[src/rtl/wam_hit_pkg.sv]
// -----------------------------------------------------------------------------
// wam_pkg -- shared types and helpers for the whack-a-mole hit judge.
//   NCH          : number of holes / button channels
//   ch_mask_t    : one bit per channel (buttons, moles, hits, pending queue)
//   emit_state_t : states of the hit-pulse emitter
//   lowest_bit   : isolates the lowest set bit of a mask (one-hot or zero)
//   popcount     : number of set bits in a mask
// -----------------------------------------------------------------------------
package wam_pkg;

    localparam int NCH = 8;

    typedef logic [NCH-1:0] ch_mask_t;

    typedef enum logic [1:0] {
        IDLE  = 2'd0,
        PULSE = 2'd1,
        GAP   = 2'd2
    } emit_state_t;

    // Two's-complement trick: m & -m keeps only the least significant one.
    function automatic ch_mask_t lowest_bit(input ch_mask_t m);
        return m & (~m + ch_mask_t'(1));
    endfunction

    function automatic logic [3:0] popcount(input ch_mask_t m);
        logic [3:0] n;
        n = '0;
        for (int i = 0; i < NCH; i++) begin
            n = n + {3'b000, m[i]};
        end
        return n;
    endfunction

endpackage

[src/rtl/wam_hit_if.sv]
// -----------------------------------------------------------------------------
// wam_hit_if -- player/mole side bundle of the hit judge.
//   btn      : raw, asynchronous, bouncing buttons (one per hole)
//   mole     : mole-up mask, synchronous to clk
//   hit      : one-hot hit pulse towards the score counter
//   whack    : one-cycle request to drop mole i
//   busy     : emitter active or hits pending
//   miss     : one-cycle miss pulse           (only with WAM_MISS_EN)
//   miss_cnt : saturating miss counter        (only with WAM_MISS_EN)
// Modports: master = environment (drives btn/mole), slave = wam_hit.
// -----------------------------------------------------------------------------
interface wam_hit_if;
    import wam_pkg::*;

    ch_mask_t   btn;
    ch_mask_t   mole;
    ch_mask_t   hit;
    ch_mask_t   whack;
    logic       busy;
`ifdef WAM_MISS_EN
    logic       miss;
    logic [7:0] miss_cnt;

    modport master (output btn, mole, input hit, whack, busy, miss, miss_cnt);
    modport slave  (input btn, mole, output hit, whack, busy, miss, miss_cnt);
`else
    modport master (output btn, mole, input hit, whack, busy);
    modport slave  (input btn, mole, output hit, whack, busy);
`endif

endinterface

[src/rtl/wam_hit_dbc.sv]
// -----------------------------------------------------------------------------
// wam_dbc -- single-channel two-flop synchroniser plus debouncer.
//   clk  : system clock
//   clr  : asynchronous, active-high reset
//   btn  : raw asynchronous button level
//   rise : one-cycle pulse, registered together with a 0->1 change of the
//          debounced state
// The debounced state changes only after DB_CYC consecutive synchronised
// samples that differ from it; any agreeing sample restarts the count.
// -----------------------------------------------------------------------------
module wam_dbc #(
    parameter int DB_CYC = 16
) (
    input  logic clk,
    input  logic clr,
    input  logic btn,
    output logic rise
);

    localparam int CW = $clog2(DB_CYC + 1);

    logic [1:0]    sync;
    logic          db;
    logic [CW-1:0] cnt;

    // NOTE: sequential state is updated with non-blocking assignments only, so
    // every flop samples the pre-edge value of its neighbours.
    always_ff @(posedge clk or posedge clr) begin
        if (clr) begin
            sync <= '0;
            db   <= 1'b0;
            cnt  <= '0;
            rise <= 1'b0;
        end else begin
            sync <= {sync[0], btn};
            rise <= 1'b0;
            if (sync[1] == db) begin
                cnt <= '0;
            end else if (cnt == CW'(DB_CYC - 1)) begin
                // DB_CYC-th consecutive differing sample: accept the new level.
                cnt  <= '0;
                db   <= sync[1];
                rise <= sync[1];
            end else begin
                cnt <= cnt + CW'(1);
            end
        end
    end

endmodule

[src/rtl/wam_hit.sv]
// -----------------------------------------------------------------------------
// wam_hit -- hit judge for the whack-a-mole game.
//   clk : system clock
//   clr : asynchronous, active-high reset (also drops hit immediately)
//   bus : wam_hit_if.slave (btn, mole in; hit, whack, busy, [miss, miss_cnt] out)
// Parameters:
//   DB_CYC  : stable samples needed to change a debounced button state
//   PULSE_W : cycles each hit pulse is held high
//   GAP_W   : minimum all-zero cycles between hit pulses
// Optional feature macro: WAM_MISS_EN adds the miss pulse and the saturating
// miss counter; without it misses are silently dropped.
//
// Each debounced press that finds its mole up and no hit already queued on
// that hole sets a pending bit and whacks the mole. The emitter drains the
// pending bits lowest index first as spaced one-hot pulses, so an edge-counting
// score counter sees every hit separately.
// -----------------------------------------------------------------------------
module wam_hit
    import wam_pkg::*;
#(
    parameter int DB_CYC  = 16,
    parameter int PULSE_W = 2,
    parameter int GAP_W   = 2
) (
    input  logic      clk,
    input  logic      clr,
    wam_hit_if.slave  bus
);

    localparam int CNT_MAX = (PULSE_W > GAP_W) ? PULSE_W : GAP_W;
    localparam int CW      = (CNT_MAX > 1) ? $clog2(CNT_MAX) : 1;

    ch_mask_t      rise;
    ch_mask_t      pend;
    ch_mask_t      sel;
    ch_mask_t      pend_kept;
    ch_mask_t      set_mask;
    ch_mask_t      whack_q;
    ch_mask_t      hit_q;
    emit_state_t   state;
    logic [CW-1:0] cnt;

    // ---------------------------------------------------------------- inputs
    for (genvar i = 0; i < NCH; i++) begin : g_dbc
        wam_dbc #(.DB_CYC(DB_CYC)) u_dbc (
            .clk  (clk),
            .clr  (clr),
            .btn  (bus.btn[i]),
            .rise (rise[i])
        );
    end

    // ------------------------------------------------------------ judgement
    // NOTE: every combinational output gets a default first, so no path can
    // leave it unassigned and infer a latch.
    always_comb begin
        sel = '0;
        if (state == IDLE) begin
            sel = lowest_bit(pend);
        end
    end

    // A bit being drained this cycle already counts as free, so a press that
    // lands on it re-queues the hit (set wins over the selection clear).
    assign pend_kept = pend & ~sel;
    assign set_mask  = rise & bus.mole & ~pend_kept;

    always_ff @(posedge clk or posedge clr) begin
        if (clr) begin
            pend    <= '0;
            whack_q <= '0;
        end else begin
            pend    <= pend_kept | set_mask;
            whack_q <= set_mask;
        end
    end

    // -------------------------------------------------------------- emitter
    always_ff @(posedge clk or posedge clr) begin
        if (clr) begin
            state <= IDLE;
            cnt   <= '0;
            hit_q <= '0;
        end else begin
            unique case (state)
                IDLE: begin
                    if (pend != '0) begin
                        hit_q <= sel;
                        cnt   <= CW'(PULSE_W - 1);
                        state <= PULSE;
                    end else begin
                        hit_q <= '0;
                    end
                end
                PULSE: begin
                    if (cnt == '0) begin
                        hit_q <= '0;
                        cnt   <= CW'(GAP_W - 1);
                        state <= GAP;
                    end else begin
                        cnt <= cnt - CW'(1);
                    end
                end
                GAP: begin
                    if (cnt == '0) begin
                        state <= IDLE;
                    end else begin
                        cnt <= cnt - CW'(1);
                    end
                end
                default: begin
                    state <= IDLE;
                    hit_q <= '0;
                    cnt   <= '0;
                end
            endcase
        end
    end

    assign bus.hit   = hit_q;
    assign bus.whack = whack_q;
    assign bus.busy  = (state != IDLE) || (pend != '0);

    // ------------------------------------------------------------ miss path
`ifdef WAM_MISS_EN
    ch_mask_t   miss_vec;
    logic [8:0] miss_sum;
    logic       miss_q;
    logic [7:0] miss_cnt_q;

    assign miss_vec = rise & ~bus.mole;
    // One spare bit catches overflow so the counter can clamp at 255.
    assign miss_sum = {1'b0, miss_cnt_q} + {5'b00000, popcount(miss_vec)};

    always_ff @(posedge clk or posedge clr) begin
        if (clr) begin
            miss_q     <= 1'b0;
            miss_cnt_q <= '0;
        end else begin
            miss_q     <= |miss_vec;
            miss_cnt_q <= miss_sum[8] ? 8'hFF : miss_sum[7:0];
        end
    end

    assign bus.miss     = miss_q;
    assign bus.miss_cnt = miss_cnt_q;
`endif

endmodule

[src/flat_wrapper.sv]
// flat-port wrapper written by rule: the top's interface ports become plain ports
module wam_hit_flat import wam_pkg::*;
#(
    parameter int DB_CYC  = 16,
    parameter int PULSE_W = 2,
    parameter int GAP_W   = 2
)
  (clk, clr, bus_btn, bus_mole, bus_hit, bus_whack, bus_busy);
  wam_hit_if bus_i ();
  input  logic clk;
  input  logic clr;
  input wire logic [$bits(bus_i.btn)-1:0] bus_btn;
  input wire logic [$bits(bus_i.mole)-1:0] bus_mole;
  output wire logic [$bits(bus_i.hit)-1:0] bus_hit;
  output wire logic [$bits(bus_i.whack)-1:0] bus_whack;
  output wire logic [$bits(bus_i.busy)-1:0] bus_busy;
  assign bus_i.btn = bus_btn;
  assign bus_i.mole = bus_mole;
  assign bus_hit = bus_i.hit;
  assign bus_whack = bus_i.whack;
  assign bus_busy = bus_i.busy;
  wam_hit #(.DB_CYC(DB_CYC), .PULSE_W(PULSE_W), .GAP_W(GAP_W)) u_core (.clk(clk), .clr(clr), .bus(bus_i));
endmodule
[config.mk]
export PLATFORM = sky130hd
export DESIGN_NAME = wam_hit_flat
export DESIGN_NICKNAME = d
export VERILOG_FILES = /design/src/rtl/wam_hit_pkg.sv /design/src/rtl/wam_hit_if.sv /design/src/rtl/wam_hit_dbc.sv /design/src/rtl/wam_hit.sv /design/src/flat_wrapper.sv
export SDC_FILE = /design/constraint.sdc
export NUM_CORES = 1
export LEC_CHECK = 0
export BUFFER_PORTS_ARGS = -buffer_cell sky130_fd_sc_hd__clkbuf_2
export CORE_MARGIN = 5
export CORE_UTILIZATION = 61
export DETAILED_ROUTE_END_ITERATION = 6
export PLACE_DENSITY_LB_ADDON = 0.3
export SLEW_MARGIN = 20
export SYNTH_ARGS = -nofsm -noshare
export SYNTH_HDL_FRONTEND = slang
export SYNTH_SLANG_ARGS = --single-unit
[constraint.sdc]
create_clock -name clk -period 6.15 [get_ports clk]
set_input_delay 0.615 -clock clk [delete_from_list [all_inputs] [get_ports clk]]
set_output_delay 0.615 -clock clk [all_outputs]
set_load 0.02 [all_outputs]
## Word-level counts from Yosys, hierarchy flattened

Index checks and enable logic that the tools add are counted.

| storage, ports and cells | value |
|---|---|
| register bits | 99 |
| bits of input ports | 18 |
| output and inout bits | 17 |
| word-level logic and storage cells | 143 |

| operators by class | value |
|---|---|
| $add $sub $neg | 10 |
| equality and inequality tests | 21 |
| muxes and demuxes | 44 |
| bitwise operators | 17 |
| reductions and logical operators | 14 |

Operators with widths:

| cell | count |
|---|---|
| 5-bit 2-to-1 mux | 16 |
| 5-bit by 1-bit adder with 5-bit output (second input constant) | 8 |
| 5-bit by 4-bit equality test with 1-bit output (second input constant) | 8 |
| 8-bit bitwise AND | 4 |
| 8-bit 2-to-1 mux | 3 |
| 8-bit inverter | 3 |
| 8-bit case mux with 3 select lines | 1 |
| 1-bit 2-to-1 mux | 19 |
| 2-bit AND reduction | 9 |
| 1-bit inverter | 9 |
| 8-bit by 1-bit adder with 8-bit output (second input constant) | 1 |
| 1-bit equality test | 8 |
| 8-bit OR | 1 |
| 8-bit nonzero test | 1 |
| 2-bit 2-to-1 mux | 3 |
| 2-bit != test (second input constant) | 3 |
| 2-bit case mux with 3 select lines | 1 |
| 1-bit case mux with 3 select lines | 1 |
| 3-bit AND reduction | 1 |
| 2-bit by 1-bit equality test with 1-bit output (second input constant) | 1 |
| 2-bit equality test (second input constant) | 1 |
| 2-bit zero test | 1 |
| 2-bit nonzero test | 1 |
| 1-bit logical OR | 1 |
| 1-bit subtractor (second input constant) | 1 |

## Depth between registers and ports, before layout

Gate-level depths: netlist of the first run.

| logic depth | value |
|---|---|
| depth in word-level cells | 9 |
| gate-level depth with buffers | 5 |
| mapped depth without buffers | 4 |

## Hierarchy

From an unflattened synthesis of the first run, not the netlist that was laid out.

| unflattened totals | value |
|---|---|
| cell total of the unflattened synthesis | 307 |
| area total of the unflattened synthesis | 3799.9 sq um |

Modules (own cells, without submodules):

| module | times used | cells an instance | area each (sq um) | seq. area each (sq um) |
|---|---|---|---|---|
| wam_dbc | 8 | 26 | 339.1 | 225.2 |
| wam_hit | 1 | 99 | 1087.3 | 675.6 |

## Worst setup path after synthesis of the first run

OpenSTA, ideal clock, no wires.

| timing path | value |
|---|---|
| kind | reg2out |
| from | register u_core.state[1] |
| to | output port bus_busy |
| arrival time | 1.716 ns |
| required time | 5.535 ns |
| setup slack | 3.819 ns |
| stages on the path, launching flop included | 6 |
| buffers on the path | 2 |
| cells stage by stage | dfrtp_1 -> buf_6 -> or4_4 -> buf_6 -> or3_1 -> nand2b_1 |

| on the way | value |
|---|---|
| word-level cells in the longest chain between the ends | 2 |

Ends and longest elaborated chain:

| what | RTL line | text |
|---|---|---|
| start, declared | wam_hit.sv:40 | `emit_state_t state;` |
| start signal, assigned | wam_hit.sv:81 | `state <= IDLE;` |
| start signal, assigned | wam_hit.sv:90 | `state <= PULSE;` |
| start signal, assigned | wam_hit.sv:99 | `state <= GAP;` |
| 2-bit nonzero test | wam_hit.sv:122 | `assign bus.busy = (state != IDLE) \|\| (pend != '0);` |
| 1-bit logical OR | wam_hit.sv:122 |  |
| end, declared | flat_wrapper.sv:16 | `output wire logic [$bits(bus_i.busy)-1:0] bus_busy;` |

Every way passes these cells.

## Worst setup path after layout of the first run

Ends and elaborated chain as after synthesis.

==> run summary, run 1 <==
Crit end category -> output port
Slew @ Worst Pin -> 0.676 ns
Pwr Density -> 279 nW/µm²
Fillers -> 426
Nets -> 367
Routed vias/inst -> 5.38
Switching share of power -> 21.5%
Post-CTS Setup Bufs -> 0
Die span in y -> 88.4 µm
Worst Path Required -> 5.53 ns
Mapped Cells -> 298
R2r endpoint -> u_core.pend[5]
DP Wirelength -> 4070 µm
Reg2reg setup slack -> 4.33 ns
Max Cap Viol -> 0
Num rows -> 28
Syn nets -> 324
Die W -> 88.4 µm
Final min period -> 2.77 ns
Worst rel slew slack -> 55.0%
Max Root-Sink Buffers -> 2
Flop pwr share -> 58.4%
CTS Root Cell -> clkbuf_8
Crit share post-route -> 45.1%
Largest net degree at the start of global routing -> 57
Clock Latency Late Sink -> 0.35 ns
First-pass detailed-route iteration total -> 4
H-Tree Depth -> 3
Ys async rst share -> 100%
Mapped cell area -> 3750 µm²
Leading area contributor after synthesis -> dfrtp_1
R2R depth -> 3
Core box area -> 5960 µm²
Crit-path slowest cell -> or4_4
Top cells by area, synth -> dfrtp_1 66%, xor2_1 4.2%, nor2_1 3.1%, mux2_2 3.0%, ha_1 2.7%
Slowest stage delay, CP -> 0.58 ns
R2r startpoint -> u_core.state[1]
Post-Route WL -> 5930 µm
Clock transition at the registers of the reported paths -> 0.09 ns
Commonest non-fill, non-tap cell in the layout -> dfrtp_1
Starting Density -> 63.0%
CP arrival -> 2.16 ns
Logic gate share of total power -> 4.4%
Hold-fix buffers at CTS -> 0
Vias -> 2,267
Layout cells sized above 1 -> 17.6%
All-Layer GR Usage -> 17.8%
Final Hold Fails -> 0
Clk network pwr share -> 37.2%
Final Hold Slack -> 0.288 ns
Initial drt markers -> 112
Critical path origin -> u_core.state[1]
Port bufs -> 34
Worst Path Max Fanout -> 10
Int Power -> 0.921 mW
Top Ports -> 35
Mean Syn Cell Area -> 12.6 µm²
Clock Skew -> 0.00802 ns
Vias in the first global route -> 2,375
Ys Warns -> 0
Slew Limit Fails -> 0
Main flop type after synthesis -> dfrtp_1
RePlAce Congestion -> 0.758
Leading cell types in the layout, fill and taps excluded -> 99 x dfrtp_1, 34 x clkbuf_2, 31 x nor2_1
Worst hold path class -> primary input to asynchronous set/reset pin
DIE AREA -> 7820 µm²
First-pass GRT wire length -> 10,600 µm
Post-synth top area share -> 66.0%
Synth cell types -> 32
CTS tree -> done
Flops & latches, synth -> 99
Clk sinks -> 99
Number of remaining DRC errors -> 0
Final setup TNS -> 0 ns
PostCTS Resize Cnt -> 0
Setup violations, final -> 0
Sequential area share after synthesis -> 66.0%
RSZ-0062 raised after global routing -> false
ANT cells -> 0
Max frequency -> 360 MHz
Maximum vdd ir drop -> 0.165 mV
WS Path Type -> flip-flop to output port
Net switching power -> 0.253 mW
CTS Buf Count -> 9
CP Cell Sequence -> or4_4, or3_1, nand2b_1, clkbuf_2
Routed Antenna Nets -> 0
Post-synth EDFFs -> 0
LEAKAGE -> 2.16 nW
Post-layout util -> 70.7%
DR WL/cell -> 14.1 µm
Status -> finished clean
Layout area overhead -> 12.2%
CP Launch Type -> flip-flop
Global route overflow -> 0
Initial antenna violation count -> 0
sequential cells by signal, indices dropped and copies added, names as in the netlist:
register	flops
u_core.g_dbc.u_dbc.sync	16
u_core.state	2
u_core.bus.hit	8
u_core.bus.whack	8
u_core.g_dbc.u_dbc.cnt	40
u_core.cnt	1
u_core.g_dbc.u_dbc.rise	8
u_core.pend	8
u_core.g_dbc.u_dbc.db	8
routing by layer:
layer | up-vias | wire length (µm) | share of wire [%] | track usage, %
met5 | - | 0 | 0 | 0
met4 | 0 | 119 | 2.0 | 8.65
met1 | 1117 | 2620 | 44 | 23.9
met3 | 10 | 193 | 3.3 | 3.35
met2 | 32 | 3000 | 51 | 28.3
li1 | 1108 | - | - | -
stage by stage:
step	setup slack [ns]	area [µm²]	std cells	power (mW)
floorplan	2.94	3750	298	0.733
global placement	3.81	4000	405	0.748
detailed placement	3.76	4000	405	0.751
CTS	3.36	4210	421	1.19
global route	3.28	4210	421	1.22
finish	3.38	4210	421	1.17
cell families (layout without fill, tap and decap cells):
family          Yosys count  after routing  share of synthesized area, %
compound gates           31             31                          5.37
xor+xnor                 22             22                          5.13
buf+inv                  15             63                          1.90
simple gates            113            113                          15.9
flops                    99             99                          66.0
mux                      10             10                          3.00
fa+ha+maj                 8              8                          2.67
critical path, delay by kind of cell (launching register included):
kind,cells,cell delay [ns]
buffers and inverters,1,0.15
flip-flops,1,0.49
AND/OR/NAND/NOR,3,1.17
power by group through the flow:
stage | Sequential (mW) | Clock (mW) | Combinational [mW]
after CTS | 0.685 | 0.448 | 0.0535
after global placement | 0.697 | 0 | 0.0508
after detailed placement | 0.698 | 0 | 0.0525
after global routing | 0.689 | 0.472 | 0.0624
final | 0.685 | 0.437 | 0.0515
after floorplan | 0.695 | 0 | 0.0387
final cells by class:
cell class	count	area, µm²	area share (%)
Sequential cell	99	2480	58.8
Multi-Input combinational cell	184	1200	28.6
Timing Repair Buffer	35	178	4.22
Clock buffer	12	135	3.21
Tap cell	75	93.8	2.23
Clock inverter	4	75.1	1.78
Inverter	12	47.5	1.13
Yosys cell counts, types with 7 or more instances:
| library cell | count |
|---|---|
| nor2_1 | 31 |
| o21ai_0 | 11 |
| inv_1 | 12 |
| mux2_2 | 10 |
| nor4b_1 | 7 |
| nand3_1 | 18 |
| xor2_1 | 18 |
| ha_1 | 8 |
| dfrtp_1 | 99 |
| nor2b_1 | 7 |
| nand2_1 | 18 |
how the worst max path moves through the flow:
stage,endpoint,slack (ns)
after global placement,bus_busy,3.81
after floorplan,u_core.bus.hit[0],2.94
after detailed placement,bus_busy,3.76
final,bus_busy,3.38
after global routing,bus_busy,3.28
after CTS,bus_busy,3.36
(Power assumes the default switching activity.)
==> inputs of run 2 (changes only) <==
ABC_AREA = 1   (was unset)
CORE_UTILIZATION = 52   (was 61)
clock period = 2.3 ns   (was 6.15 ns; I/O delays follow)
==> run 2 against run 1 <==
- routed wire length rose by 1.5%
- sequential share of layout area shrank 2.3 points
- largest power group unchanged
- largest cell class unchanged
- worst hold slack got worse by 0.18 ns
- clock skew grew 0.0012 ns
- critical endpoint unchanged
- highest routed layer unchanged
- final cell count grew 22%
- power rose to 2.7 times the previous value
- non-clock buffer count up 11
- global-route usage fell by 1.9 points
- synthesized area is the same
- register-to-register slack worse by 3.4 ns
- die area is 15% higher
- clock power rose to 2.8 times the previous value
==> run summary, run 2 <==
CP Buf/Inv Count -> 1
CTS tree -> done
Top cells by area, synth -> dfrtp_1 66%, nand2_1 7.0%, nor2_1 5.5%, inv_1 3.1%, ha_1 2.7%
Routed Antenna Nets -> 0
Top reg by flops -> u_core.g_dbc.u_dbc.cnt
LEAKAGE -> 2.21 nW
Worst hold path class -> primary input to flip-flop
WS Path Type -> flip-flop to output port
Main flop type after synthesis -> dfrtp_1
Layout area overhead -> 16.7%
CTS Root Cell -> clkbuf_8
Post-synth EDFFs -> 0
Reg2reg setup slack -> 0.89 ns
Post-synth top area share -> 66.0%
CP endpoint -> bus_busy
CP Cell Sequence -> nor2_4, nand3_2, nor2_1, nand2_1, clkbuf_2
Vias -> 2,433
CTS Buf Count -> 9
CP Launch Type -> flip-flop
Sequential area share after synthesis -> 66.0%
Mapped cell area -> 3750 µm²
Post-Route WL -> 6020 µm
Clock transition at the registers of the reported paths -> 0.09 ns
Slew @ Worst Pin -> 0.449 ns
Synth cell types -> 24
Commonest non-fill, non-tap cell in the layout -> dfrtp_1
PostCTS Resize Cnt -> 0
R2R depth -> 5
Max Cap Viol -> 0
Vias in the first global route -> 2,565
Max FFs per register -> 40
Placement-stage cell area -> 4060 µm²
CP top delay family -> simple AND/OR/NAND/NOR gates
Max frequency -> 585 MHz
RSZ-0062 raised after global routing -> false
Post-synth top cells -> 99 x dfrtp_1, 70 x nand2_1, 55 x nor2_1, 31 x inv_1, 17 x o21ai_0
Final min period -> 1.71 ns
Largest net degree at the start of global routing -> 36
Hold-fix buffers at CTS -> 9
Slowest stage delay, CP -> 0.44 ns
Clock Latency Late Sink -> 0.35 ns
Post-CTS Setup Bufs -> 0
Slew Limit Fails -> 0
Flops & latches, synth -> 99
Mean Syn Cell Area -> 10.6 µm²
Global route overflow -> 0
H-Tree Depth -> 3
Final Hold Fails -> 0
RePlAce Congestion -> 0.758
Crit end category -> output port
DR WL/cell -> 11.7 µm
Post-layout util -> 61.4%
Clk sinks -> 99
Clock Skew -> 0.00926 ns
Ys Warns -> 0
Top Ports -> 35
Die span in y -> 95.0 µm
Syn nets -> 381
Crit share post-route -> 74.3%
Nets -> 437
Status -> finished clean
R2r endpoint -> u_core.bus.whack[3]
Worst Path Max Fanout -> 6
Mapped Cells -> 355
Worst Path Required -> 2.07 ns
Number of remaining DRC errors -> 0
Sequential standard cell area -> 2480 µm²
Die W -> 95.0 µm
Starting Density -> 52.6%
Max Root-Sink Buffers -> 2
Port bufs -> 34
Initial antenna violation count -> 0
Setup violations, final -> 0
Layout cells sized above 1 -> 15.1%
Design area -> 4380 µm²
Num rows -> 31
WP depth -> 5
Core box area -> 7140 µm²
Ys async rst share -> 100%
Fillers -> 611
Critical path origin -> u_core.pend[1]
First-pass GRT wire length -> 11,000 µm
Initial drt markers -> 98
R2r startpoint -> u_core.state[0]
Final Hold Slack -> 0.108 ns
Maximum vdd ir drop -> 0.366 mV
Largest registers -> u_core.g_dbc.u_dbc.cnt (40), u_core.g_dbc.u_dbc.sync (16)
DP Wirelength -> 4500 µm
Crit-path slowest cell -> dfrtp_1
Final setup TNS -> 0 ns
Pwr Density -> 726 nW/µm²
Routed vias/inst -> 4.72
ANT cells -> 0
Leading cell types in the layout, fill and taps excluded -> 99 x dfrtp_1, 70 x nand2_1, 55 x nor2_1
Worst rel slew slack -> 70.0%
Leading area contributor after synthesis -> dfrtp_1
Count leader, synth -> dfrtp_1
CP arrival -> 1.48 ns
DIE AREA -> 9020 µm²
Total power draw -> 3.18 mW
All-Layer GR Usage -> 15.9%
First-pass detailed-route iteration total -> 4
Area of the multi-input gates -> 1150 µm²
-- run 2: cell count changes after synthesis, moves of 8 or more --
cell,previous run,this run
nand2_1,18,70
nor2_1,31,55
inv_1,12,31
mux2_2,10,0
xor2_1,18,8
or2_1,0,8
-- run 2: logic make-up after synthesis --
group | after synthesis | synth area share [%]
and+or+nand+nor | 173 | 20.4
DFF | 99 | 66.0
buffers and inverters | 32 | 3.40
AOI/OAI and AO/OA | 27 | 3.80
xor gates and xnor gates | 16 | 3.73
adders and majority gates | 8 | 2.67
-- run 2: area by class of cell --
type | count | area share [%]
flip-flops and latches | 99 | 56.6
multi-input cells | 224 | 26.2
repair buffers | 46 | 6.46
clock buffers | 12 | 3.54
well taps | 99 | 2.83
inverters | 31 | 2.74
clock inverters | 4 | 1.66
-- run 2: routing by layer --
| layer | vias to the layer above | wire length (µm) | GRT usage (%) |
|---|---|---|---|
| met5 | - | 0 | 0 |
| met4 | 0 | 142 | 8.29 |
| met3 | 14 | 274 | 3.98 |
| met2 | 43 | 2900 | 25.8 |
| met1 | 1141 | 2700 | 19.8 |
| li1 | 1235 | - | - |
-- run 2: worst min path at each step --
| stage | startpoint | end | slack (ns) | cells past startpoint |
|---|---|---|---|---|
| after CTS | bus_mole[1] | u_core.bus.whack[1] | 0.1 | 3 |
| after detailed placement | clr | u_core.g_dbc[6].u_dbc.sync[0] | 0.25 | 2 |
| after floorplan | bus_btn[0] | u_core.g_dbc[0].u_dbc.sync[0] | 0.26 | 0 |
| after global placement | clr | u_core.g_dbc[6].u_dbc.sync[0] | 0.25 | 2 |
| after global routing | bus_mole[6] | u_core.bus.whack[6] | 0.10 | 3 |
| final | bus_mole[1] | u_core.bus.whack[1] | 0.11 | 3 |
-- run 2: through the flow --
step | setup slack (ns) | std cells
6_report | 0.590 | 515
4_1_cts | 0.561 | 515
3_5_place_dp | 0.871 | 490
2_1_floorplan | 0.894 | 355
3_3_place_gp | 0.929 | 490
5_1_grt | 0.427 | 515
-- run 2: power breakdown --
| group | leakage, nW | switching, mW | total [mW] | internal, mW |
|---|---|---|---|---|
| registers | 1.33 | 0.0316 | 1.82 | 1.79 |
| clock network | 0.113 | 0.541 | 1.21 | 0.671 |
| logic | 0.769 | 0.0859 | 0.148 | 0.0617 |
-- run 2: worst register-to-register path: cells and delay by family, from the launching register on --
kind                   cells  cell delay, ns
and+or+nand+nor            2            0.47
buffers and inverters      2            0.26
DFF                        1            0.43
AOI/OAI and AO/OA          1            0.22
